[src/rtl/start_screen_ctrl.sv]
// Title-screen controller: turns DrawX/DrawY into start_rom lookups, produces a registered
// text pixel, and runs the blink / wait-for-start / launch / play state machine.
module start_screen_ctrl #(
  parameter int         CELL_SHIFT   = 4,
  parameter int         ROM_COLS     = 40,
  parameter int         ROM_ROWS     = 30,
  parameter int         H_ACTIVE     = 640,
  parameter int         V_ACTIVE     = 480,
  parameter int         BLINK_FRAMES = 30,
  parameter logic [7:0] START_KEY    = 8'h28
) (
  input  logic                Clk,
  input  logic                Reset,
  input  logic                frame_tick,
  input  logic [9:0]          DrawX,
  input  logic [9:0]          DrawY,
  input  logic [7:0]          keycode,
  input  logic                key_valid,
  input  logic                game_over,
  output logic [5:0]          rom_addr,
  input  logic [ROM_COLS-1:0] rom_data,
  output logic                text_on,
  output logic                game_start,
  output logic                title_active
);

  localparam int         CNT_W    = $clog2(BLINK_FRAMES + 1);
  localparam logic [9:0] H_LIM    = 10'(H_ACTIVE);
  localparam logic [9:0] V_LIM    = 10'(V_ACTIVE);
  localparam logic [9:0] ROWS_LIM = 10'(ROM_ROWS);
  localparam logic [9:0] COLS_LIM = 10'(ROM_COLS);
  localparam logic [5:0] LAST_ROW = 6'(ROM_ROWS - 1);
  localparam logic [5:0] LAST_COL = 6'(ROM_COLS - 1);
  localparam logic [CNT_W-1:0] CNT_LAST = CNT_W'(BLINK_FRAMES - 1);

  typedef enum logic [1:0] {SHOW, HIDE, LAUNCH, PLAY} state_t;

  state_t           state, state_next;
  logic [CNT_W-1:0] cnt, cnt_next;
  logic             game_start_next;
  logic             start_key;

  logic [9:0] row, col;
  logic [5:0] col_r;
  logic       vis_r;
  logic [5:0] bit_idx;

  assign row       = DrawY >> CELL_SHIFT;
  assign col       = DrawX >> CELL_SHIFT;
  assign start_key = key_valid && (keycode == START_KEY);

  // Column index is forced in-range when the pixel is off the bitmap; vis_r masks the result anyway.
  always_comb begin
    bit_idx = 6'd0;
    if (col_r < LAST_COL + 6'd1)
      bit_idx = LAST_COL - col_r;
  end

  always_ff @(posedge Clk or posedge Reset) begin
    if (Reset) begin
      rom_addr <= 6'd0;
      col_r    <= 6'd0;
      vis_r    <= 1'b0;
      text_on  <= 1'b0;
    end else begin
      rom_addr <= (row >= ROWS_LIM) ? LAST_ROW : row[5:0];
      col_r    <= col[5:0];
      vis_r    <= (DrawX < H_LIM) && (DrawY < V_LIM) && (row < ROWS_LIM) && (col < COLS_LIM);
      text_on  <= vis_r && rom_data[bit_idx] && ((state == SHOW) || (state == LAUNCH));
    end
  end

  always_ff @(posedge Clk or posedge Reset) begin
    if (Reset) begin
      state        <= SHOW;
      cnt          <= '0;
      game_start   <= 1'b0;
      title_active <= 1'b1;
    end else begin
      state        <= state_next;
      cnt          <= cnt_next;
      game_start   <= game_start_next;
      title_active <= (state_next != PLAY);
    end
  end

  always_comb begin
    state_next      = state;
    cnt_next        = cnt;
    game_start_next = 1'b0;
    case (state)
      SHOW, HIDE: begin
        if (start_key) begin
          state_next = LAUNCH;
          cnt_next   = '0;
        end else if (frame_tick && (cnt == CNT_LAST)) begin
          state_next = (state == SHOW) ? HIDE : SHOW;
          cnt_next   = '0;
        end else if (frame_tick) begin
          cnt_next = cnt + 1'b1;
        end
      end
      LAUNCH: begin
        cnt_next = '0;
        if (frame_tick) begin
          state_next      = PLAY;
          game_start_next = 1'b1;
        end
      end
      PLAY: begin
        if (game_over) begin
          state_next = SHOW;
          cnt_next   = '0;
        end
      end
      default: state_next = SHOW;
    endcase
  end

endmodule

[config.mk]
export PLATFORM = sky130hd
export DESIGN_NAME = start_screen_ctrl
export DESIGN_NICKNAME = d
export VERILOG_FILES = /design/src/rtl/start_screen_ctrl.sv
export SDC_FILE = /design/constraint.sdc
export NUM_CORES = 1
export LEC_CHECK = 0
export BUFFER_PORTS_ARGS = -buffer_cell sky130_fd_sc_hd__buf_4
export CAP_MARGIN = 20
export CORE_ASPECT_RATIO = 2
export CORE_MARGIN = 4
export CORE_UTILIZATION = 25
export CTS_CLUSTER_SIZE = 8
export DETAILED_ROUTE_END_ITERATION = 7
export PLACE_DENSITY_LB_ADDON = 0.12
export SYNTH_ARGS = -nofsm -noshare
export SYNTH_HDL_FRONTEND = slang
export SYNTH_SLANG_ARGS = --single-unit
[constraint.sdc]
create_clock -name Clk -period 5.1 [get_ports Clk]
set_input_delay 0 -clock Clk [delete_from_list [all_inputs] [get_ports Clk]]
set_output_delay 0 -clock Clk [all_outputs]
set_load 0.05 [all_outputs]
Word level (Yosys, flattened, before mapping)
Cells that the tools add are included.
{"block": "totals", "reg_bits": 23, "input_bits": 73, "output_inout_bits": 9, "elab_cells": 53}
{"block": "op_classes", "addsub": 2, "magnitude_cmp": 7, "n_eq_ne": 8, "muxes": 17, "n_reduce_logical": 11}
{"op": "$mux 5", "count": 4}
{"op": "$pmux 5 s3", "count": 1}
{"op": "$lt 6x6->1 const B", "count": 2}
{"op": "$mux 6", "count": 2}
{"op": "$lt 10x10->1 const B", "count": 1}
{"op": "$lt 10x9->1 const B", "count": 1}
{"op": "$eq 8x6->1 const B", "count": 1}
{"op": "$mux 2", "count": 4}
{"op": "$logic_and 1x1->1", "count": 7}
{"op": "$lt 6x7->1 const B", "count": 1}
{"op": "$bmux 1 s6", "count": 1}
{"op": "$ge 6x5->1 const B", "count": 1}
{"op": "$lt 6x5->1 const B", "count": 1}
{"op": "$pmux 2 s3", "count": 1}
{"op": "$sub 6x6->6 const A", "count": 1}
{"op": "$add 5x1->5 const B", "count": 1}
{"op": "$eq 5x5->1 const B", "count": 1}
{"op": "$eq 2x2->1 const B", "count": 2}
{"op": "$mux 1", "count": 4}
{"op": "$ne 2x2->1 const B", "count": 2}
{"op": "$ne 4x4->1 const B", "count": 1}
{"op": "$eq 2x1->1 const B", "count": 1}
{"op": "$logic_not 2->1", "count": 1}
{"op": "$reduce_and 2->1", "count": 1}
{"op": "2 further kinds", "count": 2}

Longest topological paths before layout
Gate-level depths: netlist of run 1.
{"block": "logic_depth", "depth_word": 6, "depth_mapped": 8, "mapped_depth_nobuf": 8}

Least setup slack after synthesis of run 1
No wires, ideal clock.
{"block": "synth_timing", "path_type": "reg2reg", "start": "register col_r[3]", "end": "register text_on", "setup_time_ns": 0.094, "arrival_time_ns": 1.627, "t_required_ns": 5.006, "slack_ns": 3.379, "path_stages_with_launch": 8, "n_path_buf": 0, "period_less_slack_ns": 1.721, "cell_sequence": "dfrtp_1 inv_1 ha_1 inv_1 o21ai_0 nor4_1 a211o_1 a221oi_2"}
{"block": "synth_between", "elab_chain_len": 6, "elab_cells_between_ends": 7, "cone_classes": "1 x add/sub; 1 x order compare; 3 x mux; 2 x reduce/logical"}
{"item": "start: declaration", "line_no": "44", "text": "logic [5:0] col_r;"}
{"item": "start signal: assignment", "line_no": "67", "text": "col_r <= col[5:0];"}
{"item": "$sub 6x6->6 or $lt 6x6->1 (tied branches)", "line_no": "56, 55"}
{"item": "$mux 6 (*)", "line_no": "55", "text": "if (col_r < LAST_COL + 6'd1)"}
{"item": "$bmux 1 s6 (*)", "line_no": "69", "text": "text_on <= vis_r && rom_data[bit_idx] && ((state == SHOW) || (state == LAUNCH));"}
{"item": "$mux 1 (not written as such) (*)", "line_no": "69"}
{"item": "$logic_and 1x1->1 (*) (2 in a row)", "line_no": "69"}
{"item": "end signal: assignment", "line_no": "69"}
{"item": "end: declaration", "line_no": "22", "text": "output logic text_on,"}
Every way passes the cells marked *; elsewhere a longest branch is shown, timed or not. The select of a mux whose other input is x is not followed.
A chain may end at the register's enable or synchronous reset.

Final worst setup path of run 1
{"block": "layout_timing", "start": "register col_r[0]", "end": "register text_on"}
Same word-level chain as after synthesis.

==> flow_metrics.tcl, run 1 <==
set metrics [dict create \
    worst_setup_path_start_kind "flop" \
    antenna_left 0 \
    die_w_um 61.1 \
    timing.slew.headroom_pct 42.6 \
    area_delta_synth_final_pct 56.6 \
    power.ir.vdd_worst_mv 0.198 \
    critical_path.n_buffers_inverters 0 \
    tns_ns 0 \
    mostFrequentLayoutCell "buf_4" \
    placeableCoreArea_sq_um 5470 \
    grt_pass1_vias 1533 \
    clkLatencyLatePin_ns 0.26 \
    post_synth_instance_area_sq_um 1410 \
    yosys_most_used_dff "dfrtp_1" \
    transition_time_of_the_tightest_slew_check_pin_ns 0.860 \
    layout.cells.most_common_list "buf_4, dfrtp_1, dlygate4sd3_1" \
    synth-seq-area-share_pct 40.9 \
    critPathSlowestCell "dfrtp_1" \
    count_of_flip_flops_with_a_built_in_enable_after_synthesis 0 \
    avgSynthCellArea_sq_um 9.87 \
    cts_made_buffers 3 \
    postLayoutCoreUtil_pct 40.4 \
    multi_input_comb_area_sq_um 749 \
    crit_path_max_incr_delay_ns 0.86 \
    mappedNetlistNets 219 \
    antennaDiodeCount 0 \
    reg_clk_slew_reported_paths_ns 0.08 \
    async_flop_share_pct 100 \
    finalNonFillerCells 292 \
    yosysWarnings 0 \
    postSynthRegisterBits 23 \
    drv.max_cap_violation_count 0 \
    wire_per_inst_um 15.1 \
    initial_core_util_pct 25.8 \
    post-route-min-period_ns 2.19 \
    drtIter0Drc 52 \
    cp-end-kind "flop" \
    timing.final.max_slew_violations 0 \
    ff_latch_area_sq_um 577 \
    die_area_sq_um 6980 \
    grt_first_pass_wirelength_mm 6.77 \
    detailed_place_hpwl_mm 3.57 \
    dp_cells 270 \
    setup-violations-final 0 \
    clock-root-buffer "clkbuf_8" \
    power_per_cell_area_nw_per_um2 239 \
    timing.critical_path.cells "mux4_1 -> nand2_1 -> nor4b_1 -> or3_1 -> a221oi_2" \
    first_pass_iters 4 \
    cp_data_arrival_time_ns 2.32 \
    post_drt_via_cell_ratio 4.82 \
    cts_tree "done" \
    run_status "completed" \
    globalRouteTotalUtil_pct 12.7 \
    vias 1407 \
    fin_nets 309 \
    drive_gt1_share_pct 39.2 \
    routed_wl_mm 4.40 \
    netlist_instances 143 \
    hold_path.class "in2reg" \
    crit_family "flip-flops" \
    rrSetupSlack_ns 2.91 \
    portBuffers 73 \
    cts.htree.levels 1 \
    cts_sinks 23 \
    dieHeight_um 114 \
    yosys.cell_types.count 50 \
    layout.filler_cells 581 \
    finalHoldWorstSlack_ns 0.0622 \
    critPathMaxFanout 21 \
    grt_antenna_before_repair 0 \
    finalWeightedCongestion 0.760 \
    grt_overflow 0 \
    design.portCount 82 \
    total_power_mw 0.528 \
    fmax_mhz 457 \
    critPathRequiredTime_ns 5.23 \
    hold_viol_final 0 \
    cts_max_path_buffers 2 \
    static-leakage-power_nw 1.03 \
    grt_max_degree 24 \
    fin_crit_sh_pct 42.9 \
    setup_repair_after_global_routing_missed_its_margin "no" \
    ctsResizeCount 0 \
    drc_violation_count_after_routing 0 \
    critical_path_class "reg2reg" \
    skew_ns 0.00333 \
    placement_rows 38 \
]
[synthesized netlist by cell type, types with 2 or more instances]
cell,count,share of area (%)
a211oi_1,2,1.1
a21boi_0,2,1.1
a21oi_1,2,0.71
a221oi_1,3,1.9
a221oi_2,2,2.1
a31oi_1,2,0.89
and2_1,2,0.89
clkbuf_1,2,0.53
dfrtp_1,22,39
ha_1,3,2.7
inv_1,9,2.4
mux2_2,3,2.4
mux2i_1,6,4.3
mux4_1,2,3.7
nand2_1,10,2.7
nand2b_1,5,2.2
nand3_1,3,1.1
nor2_1,8,2.1
nor2b_1,2,0.89
nor4_1,2,0.89
o211ai_1,2,1.1
o21ai_0,15,5.3
o22ai_1,2,0.89
o31ai_1,3,1.6
or2_2,4,1.8
[worst min-delay path, cell delays in order]
cell	delay, ns
buf_4	0.09
a41oi_1	0.06
and2_1	0.14
[routing by layer]
metal | up-vias | track usage, % | part of all wire, %
met4 | 0 | 3.04 | 0.66
met1 | 655 | 11.5 | 32
met3 | 2 | 1.35 | 7.5
met5 | - | 0 | 0
li1 | 703 | - | -
met2 | 47 | 26.9 | 60
[area by class of cell]
cell class	instances	area share (%)
repair buffers	91	33.0
clock buffers	3	1.87
flip-flops and latches	23	26.1
multi-input cells	105	33.9
clock inverters	1	0.227
inverters	9	1.53
well taps	60	3.40
[cells by family after synthesis]
family | share of synthesized area (%)
xor gates and xnor gates | 0.621
buffers and inverters | 6.03
AOI/OAI and AO/OA | 22.2
adders and majority gates | 2.66
other | 0.266
DFF | 40.9
and+or+nand+nor | 17.0
muxes | 10.4
[stage by stage]
| step | setup WS (ns) | cell area [sq um] |
|---|---|---|
| 3_3_place_gp | 2.84 | 1980 |
| 5_1_grt | 2.78 | 2210 |
| 6_report | 2.91 | 2210 |
| 2_1_floorplan | 3.38 | 1410 |
| 3_5_place_dp | 2.89 | 1980 |
| 4_1_cts | 2.86 | 2210 |
[timing repair]
item | in CTS | in global routing
endpoints found under the hold margin | 36 | 0
buffers inserted | 0 | 0
hold buffers | 18 | 0
setup endpoints to repair | 0 | 0
[path summary, 6_finish.rpt]
path	startpoint	endpoint	depth (start not counted)
max	col_r[0]	text_on	5
max reg2reg	col_r[0]	text_on	5
min reg2reg	cnt[4]	cnt[4]	1
min in group asynchronous	Reset	rom_addr[5]	3
min	DrawY[9]	vis_r	3
max in group asynchronous	Reset	state[0]	3
[power breakdown]
part | switching (mW) | internal, mW | total, mW
registers | 0.0358 | 0.212 | 0.247
clock network | 0.0571 | 0.0544 | 0.112
logic | 0.0772 | 0.0918 | 0.169
[registers in the layout (all words and copies together) (netlist names)]
register and flops:
col_r 6, vis_r 1, cnt 5, rom_addr 6
text_on 1, game_start 1, title_active 1, state 2
(Power assumes the default switching activity.)
==> run 2: changes to the inputs <==
==> constraint.sdc (replaced) <==
create_clock -name Clk -period 2.2 [get_ports Clk]
set_input_delay 0 -clock Clk [delete_from_list [all_inputs] [get_ports Clk]]
set_output_delay 0 -clock Clk [all_outputs]
set_load 0.05 [all_outputs]
==> run 2 against run 1 <==
Against the previous run:
- clock power up 130%
- clock skew up 0.00052 ns
- sequential cell count unchanged
- non-clock buffer count up 2
- final area up 1.2%
- final cell count up 0.68%
- combinational power up 140%
- critical endpoint unchanged
- largest cell class is now non-clock buffers
- highest routed layer unchanged
==> flow_metrics.tcl, run 2 (same netlist as run 1, synthesis figures left out) <==
set metrics [dict create \
    first_pass_iters 4 \
    cp_data_arrival_time_ns 2.14 \
    timing.slew.headroom_pct 41.6 \
    dieHeight_um 114 \
    grt_first_pass_wirelength_mm 6.68 \
    static-leakage-power_nw 1.05 \
    post-route-min-period_ns 1.97 \
    fin_nets 311 \
    placement_rows 38 \
    transition_time_of_the_tightest_slew_check_pin_ns 0.875 \
    mostFrequentLayoutCell "buf_4" \
    detailed_place_hpwl_mm 3.66 \
    setup_repair_after_global_routing_missed_its_margin "no" \
    critPathRequiredTime_ns 2.38 \
    skew_ns 0.00386 \
    post_drt_via_cell_ratio 4.89 \
    finalWeightedCongestion 0.762 \
    area_delta_synth_final_pct 58.5 \
    antenna_left 0 \
    cts_sinks 23 \
    layout.cells.most_common_list "buf_4, dfrtp_1, dlygate4sd3_1" \
    clkLatencyLatePin_ns 0.26 \
    drc_violation_count_after_routing 0 \
    cts.htree.levels 1 \
    wire_per_inst_um 15.0 \
    biggestRegsByFlops "col_r (6), rom_addr (6), cnt (5)" \
    grt_max_degree 24 \
    routed_wl_mm 4.41 \
    cp-end-kind "flop" \
    worst_setup_path_start_kind "flop" \
    hold_viol_final 0 \
    placeableCoreArea_sq_um 5470 \
    portBuffers 73 \
    critical_path_class "reg2reg" \
    finalHoldWorstSlack_ns 0.0566 \
    critPathMaxFanout 10 \
    cts_max_path_buffers 2 \
    die_w_um 61.1 \
    drv.max_cap_violation_count 0 \
    power_per_cell_area_nw_per_um2 551 \
    globalRouteTotalUtil_pct 12.8 \
    hold_path.class "in2reg" \
    setup-violations-final 0 \
    drive_gt1_share_pct 39.7 \
    design.portCount 82 \
    die_area_sq_um 6980 \
    drtIter0Drc 35 \
    grt_antenna_before_repair 0 \
    grt_overflow 0 \
    fin_crit_sh_pct 89.4 \
    power.ir.vdd_worst_mv 0.490 \
    tns_ns 0 \
    cts_made_buffers 3 \
    timing.final.max_slew_violations 0 \
    vias 1438 \
    initial_core_util_pct 25.8 \
    clock-root-buffer "clkbuf_8" \
    grt_pass1_vias 1508 \
    reg_clk_slew_reported_paths_ns 0.08 \
    cts_tree "done" \
    fmax_mhz 508 \
    run_status "completed" \
    antennaDiodeCount 0 \
]
[run 2: cell count changes in the layout (fill, tap and decap cells not counted), sizes merged]
cell,change
buf,+2
[run 2: cell type report]
cell class                      count  area [sq um]
Multi-Input combinational cell    105           749
Clock inverter                      1          5.00
Fill cell                         579          3230
Inverter                            9          33.8
Timing Repair Buffer               93           756
Sequential cell                    23           577
Clock buffer                        3          41.3
Tap cell                           60          75.1
[run 2: what timing repair did]
action / in CTS / in global routing
hold buffers: 18 / 0
setup buffers: 0 / 0
resized for setup: 0 / 0
hold endpoints to repair: 36 / 0
[run 2: power breakdown]
group | leakage, nW | internal [mW] | switching, mW
logic | 0.748 | 0.217 | 0.186
registers | 0.275 | 0.490 | 0.0791
clock network | 0.0255 | 0.126 | 0.134
[run 2: routing by layer]
| metal | part of all wire [%] | track usage (%) |
|---|---|---|
| met5 | 0 | 0 |
| met4 | 2.3 | 5.79 |
| met3 | 7.5 | 1.58 |
| met2 | 59 | 25.7 |
| met1 | 32 | 11.4 |
[run 2: per-stage QoR]
stage	cell area (sq um)	instances	power (mW)	utilization [%]	setup slack, ns
2_1_floorplan	1410	143	0.794	-	0.479
3_3_place_gp	2010	272	0.958	36.8	0.267
3_5_place_dp	2010	272	0.962	36.8	0.243
4_1_cts	2240	294	1.26	40.9	0.213
5_1_grt	2240	294	1.33	40.9	0.0806
6_report	2240	294	1.23	40.9	0.233
[run 2: worst max-delay path: stages (launching register included)]
cell,delay [ns]
dfrtp_1,0.41
o21ai_2,0.39
nand2b_1,0.19
a221oi_1,0.26
nor4_1,0.08
a211o_1,0.29
a221oi_2,0.26
[run 2: final timing paths]
| path | from | to | slack (ns) | cells past startpoint |
|---|---|---|---|---|
| min in group asynchronous | Reset | cnt[2] | 0.47 | 3 |
| max | col_r[4] | text_on | 0.23 | 6 |
| min | DrawY[9] | vis_r | 0.06 | 3 |
| max in group asynchronous | Reset | state[1] | 1.18 | 3 |
| min reg2reg | cnt[4] | cnt[4] | 0.49 | 1 |
| max reg2reg | col_r[4] | text_on | 0.23 | 6 |
